[src/rtl/alu_issue_pkg.sv]
// Shared definitions for the ALU issue stage: ALU op encodings, R-type funct codes
// and the buffered entry layout.
package alu_issue_pkg;

  localparam int ISSUE_DATA_W = 32;

  localparam logic [2:0] OP_AND = 3'b000;
  localparam logic [2:0] OP_OR  = 3'b001;
  localparam logic [2:0] OP_ADD = 3'b010;
  localparam logic [2:0] OP_SUB = 3'b110;
  localparam logic [2:0] OP_SLT = 3'b111;

  localparam logic [5:0] FN_AND = 6'h24;
  localparam logic [5:0] FN_OR  = 6'h25;
  localparam logic [5:0] FN_ADD = 6'h20;
  localparam logic [5:0] FN_SUB = 6'h22;
  localparam logic [5:0] FN_SLT = 6'h2A;

  typedef struct packed {
    logic [ISSUE_DATA_W-1:0] a;
    logic [ISSUE_DATA_W-1:0] b;
    logic [2:0]              op;
  } issue_entry_t;

endpackage

[src/rtl/alu_funct_decode.sv]
// Combinational R-type funct decoder: maps funct to the 3-bit ALU op and flags
// unsupported codes as illegal.
module alu_funct_decode
  import alu_issue_pkg::*;
(
  input  logic [5:0] funct,
  output logic [2:0] op,
  output logic       legal
);

  always_comb begin
    op    = OP_AND;
    legal = 1'b1;
    case (funct)
      FN_AND:  op = OP_AND;
      FN_OR:   op = OP_OR;
      FN_ADD:  op = OP_ADD;
      FN_SUB:  op = OP_SUB;
      FN_SLT:  op = OP_SLT;
      default: legal = 1'b0;
    endcase
  end

endmodule

[src/rtl/alu_issue_stage.sv]
// ALU issue stage: decodes R-type requests into a small FIFO feeding the ALU and
// counts dropped illegal requests. Define ALU_ISSUE_IMM_EN for the immediate operand path.
module alu_issue_stage
  import alu_issue_pkg::*;
#(
  parameter int DATA_W = 32,
  parameter int DEPTH  = 2,
  parameter int CNT_W  = 8
)(
  input  logic              clk,
  input  logic              reset,
  input  logic              in_valid,
  output logic              in_ready,
  input  logic [5:0]        in_funct,
  input  logic [DATA_W-1:0] in_rs_val,
  input  logic [DATA_W-1:0] in_rt_val,
`ifdef ALU_ISSUE_IMM_EN
  input  logic              in_use_imm,
  input  logic [15:0]       in_imm,
`endif
  output logic              out_valid,
  input  logic              out_ready,
  output logic [DATA_W-1:0] alu_a,
  output logic [DATA_W-1:0] alu_b,
  output logic [2:0]        alu_op,
  output logic              illegal_seen,
  output logic [CNT_W-1:0]  illegal_cnt
);

  localparam int AW = (DEPTH > 1) ? $clog2(DEPTH) : 1;
  localparam int CW = AW + 1;

  typedef struct packed {
    logic [DATA_W-1:0] a;
    logic [DATA_W-1:0] b;
    logic [2:0]        op;
  } entry_t;

  entry_t            mem [DEPTH];
  entry_t            head;
  logic [AW-1:0]     rd_ptr, wr_ptr;
  logic [CW-1:0]     count;
  logic [2:0]        dec_op;
  logic              dec_legal;
  logic              accept, push, pop, drop;
  logic [DATA_W-1:0] b_in;

  function automatic logic [CNT_W-1:0] sat_inc(input logic [CNT_W-1:0] v);
    return (&v) ? v : v + CNT_W'(1);
  endfunction

  function automatic logic [AW-1:0] ptr_inc(input logic [AW-1:0] p);
    return (p == AW'(DEPTH - 1)) ? '0 : p + AW'(1);
  endfunction

  alu_funct_decode u_decode (
    .funct (in_funct),
    .op    (dec_op),
    .legal (dec_legal)
  );

`ifdef ALU_ISSUE_IMM_EN
  logic signed [DATA_W-1:0] imm_ext;
  assign imm_ext = {{(DATA_W-16){in_imm[15]}}, in_imm};
  assign b_in    = in_use_imm ? imm_ext : in_rt_val;
`else
  assign b_in = in_rt_val;
`endif

  // Handshake decode: in_ready depends on registered count only, so a pop never frees a slot same-cycle
  assign in_ready  = (count != CW'(DEPTH));
  assign out_valid = (count != '0);
  assign accept    = in_valid & in_ready;
  assign push      = accept & dec_legal;
  assign drop      = accept & ~dec_legal;
  assign pop       = out_valid & out_ready;

  // Control state: pointers, occupancy and illegal tracking
  always_ff @(posedge clk) begin
    if (reset) begin
      rd_ptr       <= '0;
      wr_ptr       <= '0;
      count        <= '0;
      illegal_seen <= 1'b0;
      illegal_cnt  <= '0;
    end else begin
      if (push) wr_ptr <= ptr_inc(wr_ptr);
      if (pop)  rd_ptr <= ptr_inc(rd_ptr);
      if (push && !pop)      count <= count + CW'(1);
      else if (pop && !push) count <= count - CW'(1);
      if (drop) begin
        illegal_seen <= 1'b1;
        illegal_cnt  <= sat_inc(illegal_cnt);
      end
    end
  end

  // Entry storage: unreset, occupancy alone decides what is valid
  always_ff @(posedge clk) begin
    if (push) mem[wr_ptr] <= '{a: in_rs_val, b: b_in, op: dec_op};
  end

  assign head   = mem[rd_ptr];
  assign alu_a  = out_valid ? head.a  : '0;
  assign alu_b  = out_valid ? head.b  : '0;
  assign alu_op = out_valid ? head.op : '0;

endmodule
[config.mk]
export PLATFORM = sky130hd
export DESIGN_NAME = alu_issue_stage
export DESIGN_NICKNAME = d
export VERILOG_FILES = /design/src/rtl/alu_issue_pkg.sv /design/src/rtl/alu_funct_decode.sv /design/src/rtl/alu_issue_stage.sv
export SDC_FILE = /design/constraint.sdc
export NUM_CORES = 1
export LEC_CHECK = 0
export ABC_AREA = 1
export BUFFER_PORTS_ARGS = -buffer_cell sky130_fd_sc_hd__clkbuf_2
export CELL_PAD_IN_SITES_DETAIL_PLACEMENT = 1
export CELL_PAD_IN_SITES_GLOBAL_PLACEMENT = 1
export CORE_ASPECT_RATIO = 1.25
export CORE_MARGIN = 2
export CORE_UTILIZATION = 44
export DETAILED_ROUTE_END_ITERATION = 6
export PLACE_DENSITY_LB_ADDON = 0.1
export SLEW_MARGIN = 5
export SYNTH_ARGS = -nofsm -noshare
export SYNTH_HDL_FRONTEND = slang
export SYNTH_SLANG_ARGS = --single-unit
[constraint.sdc]
create_clock -name clk -period 13.5 [get_ports clk]
set_input_delay 2.7 -clock clk [delete_from_list [all_inputs] [get_ports clk]]
set_output_delay 2.7 -clock clk [all_outputs]
set_load 0.01 [all_outputs]
==> key figures <==
Status
  • Status: finished clean

Logic synthesis
  • Warnings from Yosys: 0
  • Cells taking the most area after synthesis: edfxtp_1, nand2_1, a21oi_1, dfxtp_1, nor2_1
  • Primary FF master, synth: edfxtp_1
  • Synth Cell Area: approximately 0.0058 mm²
  • Synthesized net count: about 560
  • Sequential share of the synthesized area: 74.82%
  • Post-synth ARST share: 0%
  • Cells after synthesis: 481
  • Dominant cell type by area after synthesis: edfxtp_1
  • Top cell type's share of synthesized area: ~70%
  • Mapped Avg Cell Area: approximately 12 µm²
  • Seq cells post-synth: 148
  • Netlist cell types: 23
  • EDFF count, synth: 134

Critical path
  • CP Data Required Time: 10.80 ns
  • FF-to-FF path depth: 5
  • Worst Setup End Kind: primary output
  • Setup Crit Path Kind: register to primary output
  • CP bufs+invs: 3
  • Crit-path cells: buf_4 > inv_2 > nand2_1 > a21oi_1 > clkbuf_2
  • Worst stage delay on the critical path: just over 0.9 ns
  • Startpoint Class: register
  • Slowest cell on crit path: inv_2
  • Top delay family on crit path: buffers and inverters
  • Critical path data arrival time: around 2.7 ns
  • Critical path depth in cells: 5
  • CP Max Fanout: between 60 and 70

Clocking
  • Max H-tree Level: 4
  • Clock Sink Count: between 100 and 150
  • CTS tree: built
  • Root buffer cell: clkbuf_16
  • Hold Buf Count CTS: 0
  • Number of buffers created by CTS: 17
  • PostCTS Resize Cnt: 0
  • Post-CTS setup buffer count: 0
  • Clk slew on worst S/H paths: 0.06 ns
  • Max clock buf depth: 2
  • Clk_lat worst skew: 0.42 ns

Die
  • # rows: 46
  • Die Y-Extent: roughly 130 µm
  • DIE AREA: between 0.01 and 0.015 mm²
  • Initial Utilization: a little under half
  • Die width: roughly 110 µm
  • Ports: roughly 150
  • Core box area: between 0.01 and 0.015 mm²

Cells and area
  • Commonest non-fill, non-tap cell in the layout: nand2_1
  • # fillers: between 1000 and 1500
  • Layout cell share with drive strength beyond 1: around 30%
  • Synth-to-Final Area Change: 26.25%
  • Most frequent cells in the layout: nand2_1, clkbuf_2, edfxtp_1
  • Total Nets Final: slightly above 700
  • Ant diodes: 0
  • Core Util, Final: a little under three fifths

GRT
  • First-pass GRT wire length: 22150 µm
  • All-Layer GR Usage: 20.76%
  • GRT overflow: 0
  • Initial antenna violation count: 0
  • Largest net degree at the start of global routing: 69
  • Vias in the first global route: 4396

Power
  • Clock power share: around 41%
  • Gate power share: 13.9%
  • Internal power: around 0.85 mW
  • P_leak: 2.906 nW
  • Net switching power: between 0.2 and 0.3 mW
  • Sequential share of power: 44.6%
  • Pwr dens: 157.8 mW/mm²
  • Switch share: approximately a quarter
  • Worst vdd ir: a little under 90 µV

Timing
  • Peak Freq: roughly 190 MHz
  • Minimum clock period after layout: 5.363 ns
  • Max-slew headroom: a little over a fifth
  • Setup Viol. Count Final: 0
  • Max Slew Vio Count: 0
  • Slew @ Worst Pin: ~1.2 ns
  • Skew final: ~0.012 ns
  • RSZ-0062 raised after global routing: no
  • Setup_tns: 0 ns
  • Fin crit share: between 30 and 40%
  • Final hold viol count: 0

Drt
  • Post-detailed-route count of antenna-violating nets: 0
  • WL/cell: 17.39 µm
  • DRC: 0
  • DR vias: 4105
  • Total Wirelength: around 14000 µm
  • Vias per cell: between 5 and 6
  • Initial DRC Count: about 210
  • Router iterations before antenna repair: 4

Placement
  • RD Place Congestion: around 0.73
  • Dpl hpwl: a little under 9000 µm
  • IO Port Bufs: between 150 and 200

Worst hold path
  • Hold crit path type: register to register
  • WHS Path Cells: 2

Job
  • Max-cap violation count: 0
==> through the flow <==
| step | hold slack (ns) | setup slack (ns) | cells | instance area (µm²) | power, mW |
|---|---|---|---|---|---|
| floorplan | 0.4476 | 6.929 | 481 | 5753 | 0.6104 |
| global placement | 0.4371 | 8.210 | 782 | 6670 | 0.6775 |
| detailed placement | 0.4438 | 8.148 | 782 | 6670 | 0.6818 |
| CTS | 0.4539 | 8.113 | 814 | 7263 | 1.154 |
| global route | 0.4831 | 7.894 | 814 | 7263 | 1.189 |
| finish | 0.4496 | 8.137 | 814 | 7263 | 1.146 |
==> metal layers <==
| metal | part of all wire [%] | global-route usage, % | vias to the layer above |
|---|---|---|---|
| li1 | - | - | 1959 |
| met1 | 39 | 23.77 | 2013 |
| met2 | 54 | 37.18 | 119 |
| met3 | 5.1 | 6.031 | 14 |
| met5 | 0 | 0 | - |
| met4 | 1.3 | 6.433 | 0 |
==> power groups by stage <==
| stage | Combinational [mW] | Clock, mW | Sequential, mW |
|---|---|---|---|
| finish | 0.159 | 0.475 | 0.512 |
| global route | 0.177 | 0.500 | 0.512 |
| CTS | 0.162 | 0.480 | 0.512 |
| detailed placement | 0.161 | 0 | 0.521 |
| global placement | 0.157 | 0 | 0.521 |
| floorplan | 0.0894 | 0 | 0.521 |
==> area by class of cell <==
class	count	area (µm²)	area share (%)
Multi-Input combinational cell	290	1290	17.76
Timing Repair Buffer	155	785.8	10.82
Inverter	21	78.83	1.085
Tap cell	168	210.2	2.894
Sequential cell	148	4305	59.28
Clock inverter	13	160.2	2.205
Clock buffer	19	432.9	5.960
==> Yosys cell counts (2+ instances only) <==
cell type  number
clkbuf_1       10
nor2_1         26
nand3_1         6
ha_1            2
o21bai_1        2
a21oi_1        75
nand2_1       165
o21ai_0         4
o21ai_1         2
dfxtp_1        14
buf_2          11
clkinv_1        2
inv_1          18
nor3_1          2
edfxtp_1      134
==> sequential cells by signal, indices dropped and copies added (netlist names), named ones only <==
signal / flops
illegal_seen: 1
illegal_cnt: 8
count: 2
wr_ptr: 1
rd_ptr: 1
mem: 134
==> worst min-delay path: stages (launching register included) <==
cell     delay (ns)
dfxtp_1        0.31
inv_1          0.05
a21oi_1        0.05
==> cells by family (layout without fill, tap and decap cells) <==
family	Yosys count	in the layout	synth area share (%)
AO/OA/AOI/OAI	84	84	7.634
flip-flops	148	148	74.82
AND/OR/NAND/NOR	204	204	14.01
adder cells (fa/ha/maj)	2	2	0.4349
buffers and inverters	43	208	3.110
==> final timing paths <==
path / start / end / slack [ns]
worst max-delay path: register / alu_a[24] / 8.14
worst min-delay path: illegal_seen$_SDFFE_PP0P_ / illegal_seen$_SDFFE_PP0P_ / 0.45
worst max register to register: count[0]$_SDFFE_PP0P_ / mem[1][2]$_DFFE_PP_ / 10.81
worst min register to register: illegal_seen$_SDFFE_PP0P_ / illegal_seen$_SDFFE_PP0P_ / 0.45
No activity file was read; power rests on OpenSTA's default activity.
